--- config.mk ---
export PLATFORM = sky130hd
export DESIGN_NAME = apb_master_fsm
export DESIGN_NICKNAME = d
export VERILOG_FILES = /design/src/rtl/apb_master_fsm.sv
export SDC_FILE = /design/constraint.sdc
export NUM_CORES = 1
export LEC_CHECK = 0
export BUFFER_PORTS_ARGS = -buffer_cell sky130_fd_sc_hd__buf_2
export CELL_PAD_IN_SITES_DETAIL_PLACEMENT = 0
export CELL_PAD_IN_SITES_GLOBAL_PLACEMENT = 1
export CORE_MARGIN = 5
export CORE_UTILIZATION = 36
export CTS_CLUSTER_DIAMETER = 120
export DETAILED_ROUTE_END_ITERATION = 10
export GPL_ROUTABILITY_DRIVEN = 0
export PLACE_DENSITY = 0.81
export SLEW_MARGIN = 20
export SYNTH_ARGS = -nofsm -noshare
export SYNTH_HDL_FRONTEND = slang
export SYNTH_SLANG_ARGS = --single-unit
--- constraint.sdc ---
create_clock -name HCLK -period 2.3 [get_ports HCLK]
set_clock_uncertainty 0.1 [all_clocks]
set_input_delay 0.23 -clock HCLK [delete_from_list [all_inputs] [get_ports HCLK]]
set_output_delay 0.23 -clock HCLK [all_outputs]
set_load 0.02 [all_outputs]
--- src/rtl/apb_master_fsm.sv ---
// APB initiator for the AHB-to-APB bridge.
// It decodes one request per transfer, runs SETUP/ACCESS with PREADY wait states and a timeout, and returns a one-cycle response.
module apb_master_fsm #(
  parameter int unsigned TIMEOUT = 16
) (
  input  logic        HCLK,
  input  logic        HRESETn,
  input  logic        req_valid,
  output logic        req_ready,
  input  logic        req_write,
  input  logic [31:0] req_addr,
  input  logic [31:0] req_wdata,
  output logic        rsp_valid,
  output logic        rsp_err,
  output logic [31:0] rsp_rdata,
  output logic        PWRITE,
  output logic        PENABLE,
  output logic [2:0]  PSELx,
  output logic [31:0] PADDR,
  output logic [31:0] PWDATA,
  input  logic [31:0] PRDATA,
  input  logic        PREADY
);

  typedef enum logic [1:0] {
    IDLE   = 2'd0,
    SETUP  = 2'd1,
    ACCESS = 2'd2
  } state_t;

  localparam logic [7:0] WAIT_LAST = 8'(TIMEOUT - 1);

  state_t     state_reg;
  logic [7:0] wait_cnt_reg;
  logic [2:0] sel_dec;

  // Each slave owns a 64 MB window starting at 0x8000_0000; bits [31:26] pick the window.
  generate
    for (genvar gi = 0; gi < 3; gi++) begin : g_dec
      localparam logic [5:0] REGION = 6'(32 + gi);
      assign sel_dec[gi] = (req_addr[31:26] == REGION);
    end
  endgenerate

  assign req_ready = (state_reg == IDLE);

  always_ff @(posedge HCLK or negedge HRESETn) begin
    if (!HRESETn) begin
      state_reg    <= IDLE;
      wait_cnt_reg <= 8'd0;
      PSELx        <= 3'b000;
      PENABLE      <= 1'b0;
      PWRITE       <= 1'b0;
      PADDR        <= 32'd0;
      PWDATA       <= 32'd0;
      rsp_valid    <= 1'b0;
      rsp_err      <= 1'b0;
      rsp_rdata    <= 32'd0;
    end else begin
      rsp_valid <= 1'b0;
      case (state_reg)
        IDLE: begin
          if (req_valid) begin
            if (|sel_dec) begin
              PADDR     <= req_addr;
              PWRITE    <= req_write;
              PWDATA    <= req_wdata;
              PSELx     <= sel_dec;
              PENABLE   <= 1'b0;
              state_reg <= SETUP;
            end else begin
              // Decode miss: answer with an error without touching the APB bus.
              rsp_valid <= 1'b1;
              rsp_err   <= 1'b1;
              rsp_rdata <= 32'd0;
            end
          end
        end
        SETUP: begin
          PENABLE   <= 1'b1;
          state_reg <= ACCESS;
        end
        ACCESS: begin
          if (PREADY) begin
            rsp_valid    <= 1'b1;
            rsp_err      <= 1'b0;
            rsp_rdata    <= PWRITE ? 32'd0 : PRDATA;
            PSELx        <= 3'b000;
            PENABLE      <= 1'b0;
            wait_cnt_reg <= 8'd0;
            state_reg    <= IDLE;
          end else if (wait_cnt_reg == WAIT_LAST) begin
            rsp_valid    <= 1'b1;
            rsp_err      <= 1'b1;
            rsp_rdata    <= 32'd0;
            PSELx        <= 3'b000;
            PENABLE      <= 1'b0;
            wait_cnt_reg <= 8'd0;
            state_reg    <= IDLE;
          end else begin
            wait_cnt_reg <= wait_cnt_reg + 8'd1;
          end
        end
        default: begin
          state_reg <= IDLE;
        end
      endcase
    end
  end

endmodule

==> flow_summary.ini, run 1 <==
[outcome]
outcome = finished clean

[critical_path]
crit_path_cell_trace = dlygate4sd3_1 > buf_2 > nand2_1 > nand4_4 > buf_4 > mux2_2
criticalPathCategory = primary input to register
cp_slowest_cell = dlygate4sd3_1
cp-startpoint = req_addr[27]
crit_fanout = 50
cpLargestDelayFamily = buffers and inverters
reg2reg_from = wait_cnt_reg[5]
cp-end-kind = register
timing.critical_path.to = PADDR[6]
reg2reg_depth = 5
startpoint_type = primary input
r2r_slack_ns = 0.44
arrival_ns = 2.10
cpPeakStageDelay_ns = 0.53
critical_path_required_ns = 2.48
path_buf_inv = 3
reg2reg_to = rsp_rdata[22]
crit_cells = 6

[place]
portBuffers = 204
dpl_worst_slack_ns = 0.459
dp_cells = 634
dp_hpwl_mm = 7.97

[timing]
fmax_mhz = 520
finalSetupViolCount = 0
setup_ws_ns = 0.377
rsz0062_at_grt = no
slew_violations = 0
tns_ns = 0
fin_crit_ns = 1.92
period_share_pct = 83.6
relSlewSlack_pct = 60.0
worstMarginPinSlew_ns = 0.600
final_hold_viol_count = 0

[finish]
final_nets = 702
num-fill-cells = 938
drive_above_1_share_pct = 50.1
largestRegisters = PADDR x32, PWDATA x32, rsp_rdata x32
antennaDiodeCount = 0
area_delta_synth_final_pct = 62.9
stdcell_count = 760

[floorplan]
core_area_mm2 = 0.0119
dieArea_mm2 = 0.0144
rows = 40
io-pin-count = 205
initial_utilization_pct = 36.5
dieWidth_um = 120
die_h_um = 120

[yosys]
avgSynthCellArea_um2 = 15.0
synth_nets = 391
synthesis.area_mm2 = 0.00435
yosysWarnings = 0
synth_edf_count = 0
synth_seq_cells = 113
async_flop_share_pct = 100
synth_seq_area_share_pct = 65.0
syn_inst = 289
synth.distinct_cells = 32
synth_ff_type = dfrtp_1

[power_and_ir_drop]
power_density_mw_per_mm2 = 914
p_leak_nw = 3.75
ir_drop_v = 0.000535
finalPower_w = 0.00647

[clocking]
clk-insertion-delay-late_ns = 0.40
cts_hold_buf = 94
tritoncts = yes
cts-resized-gates = 0
cts_buffer_depth = 2
clock_sinks = 113
path_clk_slew_ns = 0.05
htreeDepth = 4
cts_setup_buffers = 0
cts_made_buffers = 17
cts-root-buf = clkbuf_16

[grt]
grt_overflow = 0
grt_first_pass_wirelength_mm = 20.0
grt_max_degree = 51
grt_use_total_pct = 17.7
antenna_found_initial = 0
first_global_vias = 4010

[detailed_routing]
via_per_inst = 4.66
firstDrtPassIters = 5
drt-total-wl_mm = 12.0
dr_wl_met3_um = 855
met2WireLength_mm = 6.26
drc = 0
top_layer_used = met4
postRouteAntennaNets = 0
drt_iter0_markers = 126
wirelength_met1_mm = 4.50
vias = 3538
wire_per_inst_um = 15.8

[job]
maxCapViolations = 0

[worst_hold_path]
hold_path_depth = 4
hp-class = primary input to register
## metrics by stage
stage | cell area (µm²) | hold WS, ns | utilization [%]
after global routing | 7080 | 0.152 | 59.5
after global placement | 5520 | 0.113 | 46.3
after floorplan | 4350 | -0.166 | -
after CTS | 7080 | 0.148 | 59.5
after detailed placement | 5520 | 0.117 | 46.3
final | 7080 | 0.167 | 59.5
## worst min path at each step
stage                       from       endpoint
CTS                 req_addr[26]       PSELx[2]
global route        req_addr[26]       PSELx[2]
finish              req_addr[26]      PADDR[26]
detailed placement       HRESETn   rsp_rdata[7]
floorplan                HRESETn       PADDR[0]
global placement         HRESETn  rsp_rdata[14]
## metal layers
metal  GRT usage [%]  vias to the layer above
met4            9.45                        0
met2            30.3                      146
met3            5.98                       30
met5               0                        -
li1                -                     1665
met1            19.2                     1697
## cell families (layout without fill, tap and decap cells)
logic type               Yosys count  after routing  synth area share, %
XOR/XNOR                           3              3                0.604
AND/OR/NAND/NOR                   43             43                 5.70
adder cells (fa/ha/maj)            1              1                0.288
flip-flops                       113            113                 65.0
AO/OA/AOI/OAI                     48             48                 9.27
multiplexers                      61             61                 15.8
buffers and inverters             20            344                 3.34
## final cells by class
class                      instances  area (µm²)  area share, %
sequential                       113        2830           39.9
clock inverter                    11         160           2.26
clock buffer                      21         460           6.50
multi-input combinational        156        1380           19.5
inverter                           6        22.5          0.318
tap                              147         184           2.60
timing repair buffer             306        2050           28.9
## cells in the mapped netlist (all sizes together), types with 2 or more instances
| library cell | instances | area (µm²) |
|---|---|---|
| clkbuf | 3 | 11.3 |
| buf | 11 | 111 |
| a32o | 2 | 20.0 |
| and2 | 3 | 18.8 |
| nand4 | 3 | 33.8 |
| and3 | 3 | 18.8 |
| nor3 | 2 | 10.0 |
| xor2 | 3 | 26.3 |
| dfrtp | 113 | 2830 |
| a22o | 32 | 280 |
| inv | 6 | 22.5 |
| mux2 | 60 | 676 |
| nand2b | 3 | 18.8 |
| nor2 | 7 | 26.3 |
| nand2 | 15 | 56.3 |
| a21o | 4 | 30.0 |
| o21ai | 5 | 25.0 |
| nor4 | 2 | 12.5 |
## cell usage in the layout (no fill, tap or decap), types with 2 or more instances in the layout
cell type and instances:
buf_2 203, dfrtp_1 113, dlygate4sd3_1 94, mux2_2 60, a22o_1 32, clkbuf_16 17, nand2_1 15, buf_4 7
nor2_1 6, inv_1 6, o21ai_0 5, clkinv_2 5, a21o_1 4, bufinv_16 4, and3_1 3, nand2b_1 3
xor2_1 3, and2_1 3, nor4_1 2, nand4_1 2, nor3_1 2, a32o_1 2, clkbuf_1 2, clkbuf_8 2
clkinvlp_4 2, buf_12 2
## where the power goes
group / switching, W / total (W) / internal, W
combinational: 0.000708 / 0.00130 / 0.000589
sequential: 0.000160 / 0.00245 / 0.00229
clock: 0.000865 / 0.00272 / 0.00186
total: 0.00173 / 0.00647 / 0.00474
## worst reg2reg max path, delay by kind of cell, from the launching register on
family                 cells  cell delay, ns
buffers and inverters      1            0.19
AO/OA/AOI/OAI              3            0.62
flip-flops                 1            0.42
AND/OR/NAND/NOR            1            0.41
No activity file was read; power rests on OpenSTA's default activity.
==> run 2: changes to the inputs <==
--- a/config.mk
+++ b/config.mk
@@ -9,11 +9,11 @@
 export CELL_PAD_IN_SITES_DETAIL_PLACEMENT = 0
 export CELL_PAD_IN_SITES_GLOBAL_PLACEMENT = 1
 export CORE_MARGIN = 5
-export CORE_UTILIZATION = 36
+export CORE_UTILIZATION = 32
 export CTS_CLUSTER_DIAMETER = 120
 export DETAILED_ROUTE_END_ITERATION = 10
 export GPL_ROUTABILITY_DRIVEN = 0
-export PLACE_DENSITY = 0.81
+export PLACE_DENSITY = 0.76
 export SLEW_MARGIN = 20
 export SYNTH_ARGS = -nofsm -noshare
 export SYNTH_HDL_FRONTEND = slang
==> constraint.sdc (replaced) <==
create_clock -name HCLK -period 1.6 [get_ports HCLK]
set_clock_uncertainty 0.1 [all_clocks]
set_input_delay 0.16 -clock HCLK [delete_from_list [all_inputs] [get_ports HCLK]]
set_output_delay 0.16 -clock HCLK [all_outputs]
set_load 0.02 [all_outputs]
==> run 2 against run 1 <==
The flow now finishes with violations (setup timing). Global-route usage decreased by 1.9 points. Die area rose by 11%. Flip-flop and latch count unchanged. Worst setup slack got worse by 0.51 ns. Largest power group is now registers. Highest routed layer unchanged.
==> flow_summary.ini, run 2 (synthesis gave the netlist of run 1 again) <==
[place]
dp_hpwl_mm = 7.87
portBuffers = 204
dpl_worst_slack_ns = -0.170

[timing]
final_hold_viol_count = 0
period_share_pct = 108
fin_crit_ns = 1.73
fmax_mhz = 576
setup_ws_ns = -0.135
relSlewSlack_pct = 56.8
finalSetupViolCount = 78
slew_violations = 0
worstMarginPinSlew_ns = 0.647
holdWs_ns = 0.0659
rsz0062_at_grt = yes

[outcome]
outcome = finished, violations left
violations = setup timing

[critical_path]
crit_path_cell_trace = or3b_1 > a21o_1 > a21boi_4 > buf_12 > a22o_1
critical_path_required_ns = 1.79
startpoint_type = register
reg2reg_to = rsp_rdata[4]
r2r_slack_ns = -0.13
cp_slowest_cell = or3b_1
crit_cells = 5
cp-end-kind = register
cp-startpoint = state_reg[0]
arrival_ns = 1.92
cpPeakStageDelay_ns = 0.41
cpLargestDelayFamily = compound AO/OA/AOI/OAI gates
criticalPathCategory = register to register
reg2reg_from = state_reg[0]
path_buf_inv = 1
timing.critical_path.to = rsp_rdata[4]
crit_fanout = 34
reg2reg_depth = 5

[finish]
final_common_cell = buf_2
final_nets = 726
area_delta_synth_final_pct = 72.3
drive_above_1_share_pct = 53.0
largestRegisters = PADDR x32, PWDATA x32, rsp_rdata x32
final_util_pct = 56.3
final_cell_mix = 203 x buf_2, 113 x dfrtp_1, 94 x dlygate4sd3_1, 60 x mux2_2, 32 x a22o_1
num-fill-cells = 1110
antennaDiodeCount = 0

[clocking]
htreeDepth = 4
cts_made_buffers = 17
clock_sinks = 113
cts-root-buf = clkbuf_16
cts_buffer_depth = 2
path_clk_slew_ns = 0.05
clk-insertion-delay-late_ns = 0.40
tritoncts = yes

[detailed_routing]
vias = 3738
wire_per_inst_um = 16.6
drt_iter0_markers = 86
via_per_inst = 4.60
drc = 0
postRouteAntennaNets = 0
drt-total-wl_mm = 13.5
firstDrtPassIters = 4

[floorplan]
initial_utilization_pct = 32.7
die_h_um = 127
rows = 42
core_area_mm2 = 0.0133
io-pin-count = 205
dieArea_mm2 = 0.0160
dieWidth_um = 127

[power_and_ir_drop]
p_leak_nw = 3.94
ir_drop_v = 0.000635
power_density_mw_per_mm2 = 1180

[worst_hold_path]
hp-class = primary input to register

[grt]
antenna_found_initial = 0
grt_use_total_pct = 15.8
grt_overflow = 0
grt_first_pass_wirelength_mm = 20.3
grt_max_degree = 114
first_global_vias = 4160

[job]
maxCapViolations = 0
## run 2: cell types whose count changed in the layout (fill, tap and decap cells not counted), sizes merged
cell | before | now
clkinv | 5 | 4
clkinvlp | 2 | 1
clkbuf | 21 | 32
buf | 212 | 229
bufinv | 4 | 1
## run 2: metal layers
layer / global-route usage, % / up-vias / wire length, µm
met1: 16.5 / 1838 / 5140
li1: - / 1714 / -
met3: 6.68 / 35 / 971
met5: 0 / - / 0
met4: 7.07 / 0 / 372
met2: 27.4 / 151 / 6990
## run 2: how the worst min path moves through the flow
stage | slack [ns] | end | cells past startpoint | from
CTS | 0.03 | PADDR[26] | 4 | req_addr[26]
detailed placement | 0.20 | PADDR[27] | 2 | HRESETn
global placement | 0.19 | PADDR[27] | 2 | HRESETn
global route | 0.06 | PSELx[0] | 3 | req_addr[26]
finish | 0.07 | PSELx[0] | 3 | req_addr[26]
floorplan | -0.24 | PADDR[0] | 0 | HRESETn
## run 2: layout make-up
| type | count | area (µm²) | share of cell area (%) |
|---|---|---|---|
| multi-input cells | 156 | 1450 | 19.3 |
| well taps | 176 | 220 | 2.94 |
| flip-flops and latches | 113 | 2830 | 37.7 |
| repair buffers | 330 | 2440 | 32.6 |
| inverters | 6 | 22.5 | 0.301 |
| clock buffers | 25 | 475 | 6.35 |
| clock inverters | 6 | 57.6 | 0.768 |
## run 2: worst reg2reg max path: stages (launching register included)
cell      delay, ns
dfrtp_1        0.38
or3b_1         0.41
a21o_1         0.17
a21boi_4       0.14
buf_12         0.17
a22o_1         0.25
## run 2: power breakdown
group	switching [W]	internal [W]	total [W]	leakage, nW
combinational	0.00104	0.000896	0.00194	2.22
sequential	0.000224	0.00330	0.00352	1.46
clock	0.00122	0.00219	0.00341	0.261
total	0.00249	0.00638	0.00887	3.94
## run 2: stage by stage
step / setup TNS (ns) / instance area [µm²] / total power (W) / std cells
3_3_place_gp: -5.71 / 5670 / 0.00524 / 674
6_report: -4.70 / 7490 / 0.00887 / 812
3_5_place_dp: -7.51 / 5670 / 0.00529 / 674
2_1_floorplan: -1.36 / 4360 / 0.00452 / 289
5_1_grt: -9.78 / 7490 / 0.00928 / 812
4_1_cts: -3.37 / 7180 / 0.00894 / 800
## run 2: repair_timing
action,CTS,global route
endpoints found under the hold margin,209,0
cloned,0,10
pin swaps,5,8
resized for setup,8,16
setup endpoints to repair,75,97
buffers inserted,1,2
hold buffers,94,0
==> run 3: changes to the inputs <==
==> config.mk (replaced) <==
export PLATFORM = sky130hd
export DESIGN_NAME = apb_master_fsm
export DESIGN_NICKNAME = d
export VERILOG_FILES = /design/src/rtl/apb_master_fsm.sv
export SDC_FILE = /design/constraint.sdc
export NUM_CORES = 1
export LEC_CHECK = 0
export CELL_PAD_IN_SITES_DETAIL_PLACEMENT = 0
export CELL_PAD_IN_SITES_GLOBAL_PLACEMENT = 1
export CORE_MARGIN = 5
export CORE_UTILIZATION = 46
export CTS_BUF_LIST = sky130_fd_sc_hd__clkbuf_8
export CTS_CLUSTER_DIAMETER = 120
export CTS_CLUSTER_SIZE = 40
export DETAILED_ROUTE_END_ITERATION = 10
export DONT_BUFFER_PORTS = 1
export GPL_ROUTABILITY_DRIVEN = 0
export PLACE_DENSITY = 0.79
export SLEW_MARGIN = 20
export SYNTH_ARGS = -nofsm -noshare
export SYNTH_HDL_FRONTEND = slang
export SYNTH_SLANG_ARGS = --single-unit
==> run 3 against run 2 <==
The run ends with hold timing, setup timing left. Combinational power is 51% lower. Sequential power is 18% higher. Sequential share of layout area is 5.5 points higher. Core utilization is 14 points higher. Flip-flop and latch count stayed put. First-iteration DRC count is 110% higher.
==> flow_summary.ini, run 3 (synthesis gave the netlist of run 1 again) <==
[critical_path]
cp_slowest_cell = dfrtp_1
startpoint_type = register
crit_path_cell_trace = buf_6 > buf_6 > nor2_4 > nand4_4 > buf_12 > buf_12 > buf_16 > mux2_2
criticalPathCategory = register to register
cp-end-kind = register
crit_fanout = 5
cpPeakStageDelay_ns = 0.40
reg2reg_depth = 8
critical_path_required_ns = 1.80
arrival_ns = 2.04

[finish]
multiInputGateArea_mm2 = 0.00148
final_common_cell = dfrtp_1
area_delta_synth_final_pct = 50.4
drive_above_1_share_pct = 35.5
final_area_mm2 = 0.00654
final_cell_mix = 113 x dfrtp_1, 94 x dlygate4sd3_1, 56 x mux2_2, 32 x a22o_1, 20 x buf_4
largestRegisters = PADDR x32, PWDATA x32, rsp_rdata x32
num-fill-cells = 572
final_util_pct = 70.8
final_nets = 540
antennaDiodeCount = 0
ff_latch_area_mm2 = 0.00283

[timing]
tns_ns = -16.36
fin_crit_ns = 1.85
worstMarginPinSlew_ns = 0.434
holdWs_ns = -0.665
finalSetupViolCount = 98
slew_violations = 0
setup_ws_ns = -0.249
fmax_mhz = 541
rsz0062_at_grt = yes
relSlewSlack_pct = 71.0
period_share_pct = 116
final_hold_viol_count = 113

[power_and_ir_drop]
internal-power_w = 0.00549
power.share.switching_pct = 30.2
power_density_mw_per_mm2 = 1200
seq_power_share_pct = 52.6
pwr-share-clk_pct = 35.4
p_leak_nw = 3.14
p_sw_w = 0.00237
pwr-share-comb_pct = 12.0
ir_drop_v = 0.000717

[grt]
grt_overflow = 0
grt_first_pass_wirelength_mm = 19.2
grt_max_degree = 114
grt_use_total_pct = 22.3
first_global_vias = 3359
antenna_found_initial = 0

[floorplan]
io-pin-count = 205
die_h_um = 107
rows = 35
initial_utilization_pct = 47.1
core_area_mm2 = 0.00924
dieArea_mm2 = 0.0115
dieWidth_um = 107

[place]
dpl_cell_area_mm2 = 0.00459
portBuffers = 0
dp_hpwl_mm = 6.71

[detailed_routing]
drt-total-wl_mm = 13.2
drc = 0
wire_per_inst_um = 22.7
firstDrtPassIters = 4
postRouteAntennaNets = 0
drt_iter0_markers = 184
vias = 3114
via_per_inst = 5.37

[outcome]
violations = hold timing, setup timing
outcome = finished, violations left

[job]
maxCapViolations = 0

[clocking]
path_clk_slew_ns = 0.08
htreeDepth = 4
clk-insertion-delay-late_ns = 0.40
cts_made_buffers = 17
cts_hold_buf = 94
tritoncts = yes
cts-root-buf = clkbuf_8
clock_sinks = 113
cts_buffer_depth = 2

[worst_hold_path]
hp-class = primary input to async pin
run 3: cell count changes in the layout (fill, tap and decap cells not counted), sizes merged:
cell    change
buf       -183
clkinv      +2
nor2        +1
clkbuf     -11
bufinv      +2
inv         +4
run 3: final cells by class:
cell class,count,area share (%)
clock inverter,14,2.51
sequential,113,43.2
inverter,6,0.383
tap,129,2.47
timing repair buffer,143,25.0
clock buffer,18,3.79
multi-input combinational,157,22.6
run 3: worst max-delay path: cells and delay by family (launching register included):
family | cells | cell delay (ns)
flops | 1 | 0.40
simple gates | 2 | 0.26
buf+inv | 5 | 0.68
mux | 1 | 0.28
run 3: final timing paths:
path	start	end	slack, ns
max	state_reg[0]	PWDATA[23]	-0.25
min	HRESETn	PADDR[24]	-0.66
max in group asynchronous	HRESETn	PADDR[22]	1.93
min in group HCLK	req_valid	state_reg[0]	0.08
min reg2reg	wait_cnt_reg[2]	wait_cnt_reg[2]	0.48
max reg2reg	state_reg[0]	PWDATA[23]	-0.25
run 3: metal layers:
metal / track usage, % / vias to the layer above / routed length (µm)
met2: 38.2 / 166 / 6950
met5: 0 / - / 0
met4: 7.76 / 0 / 246
met3: 8.85 / 21 / 1160
met1: 25.1 / 1584 / 4790
li1: - / 1343 / -
run 3: repair_timing:
item / 4_1_cts / 5_1_grt
resized for setup: 28 / 25
endpoints found under the setup margin: 96 / 107
gates cloned: 11 / 4
setup buffers: 10 / 9
pin swaps: 4 / 23
endpoints found under the hold margin: 216 / 113
run 3: per-stage QoR:
| step | hold slack (ns) | setup slack (ns) | cells | power, W |
|---|---|---|---|---|
| after floorplan | -0.236 | -0.0545 | 289 | 0.00452 |
| after global placement | -0.233 | -0.299 | 425 | 0.00472 |
| after detailed placement | -0.232 | -0.398 | 425 | 0.00477 |
| after CTS | -0.685 | -0.240 | 572 | 0.00781 |
| after global routing | -0.704 | -0.286 | 580 | 0.00815 |
| final | -0.665 | -0.249 | 580 | 0.00786 |
run 3: power by group through the flow:
stage	clock network (W)	logic, W	registers (W)
finish	0.00278	0.000943	0.00414
global route	0.00295	0.00102	0.00418
CTS	0.00281	0.000877	0.00411
detailed placement	0	0.000607	0.00416
global placement	0	0.000574	0.00415
floorplan	0	0.000459	0.00406
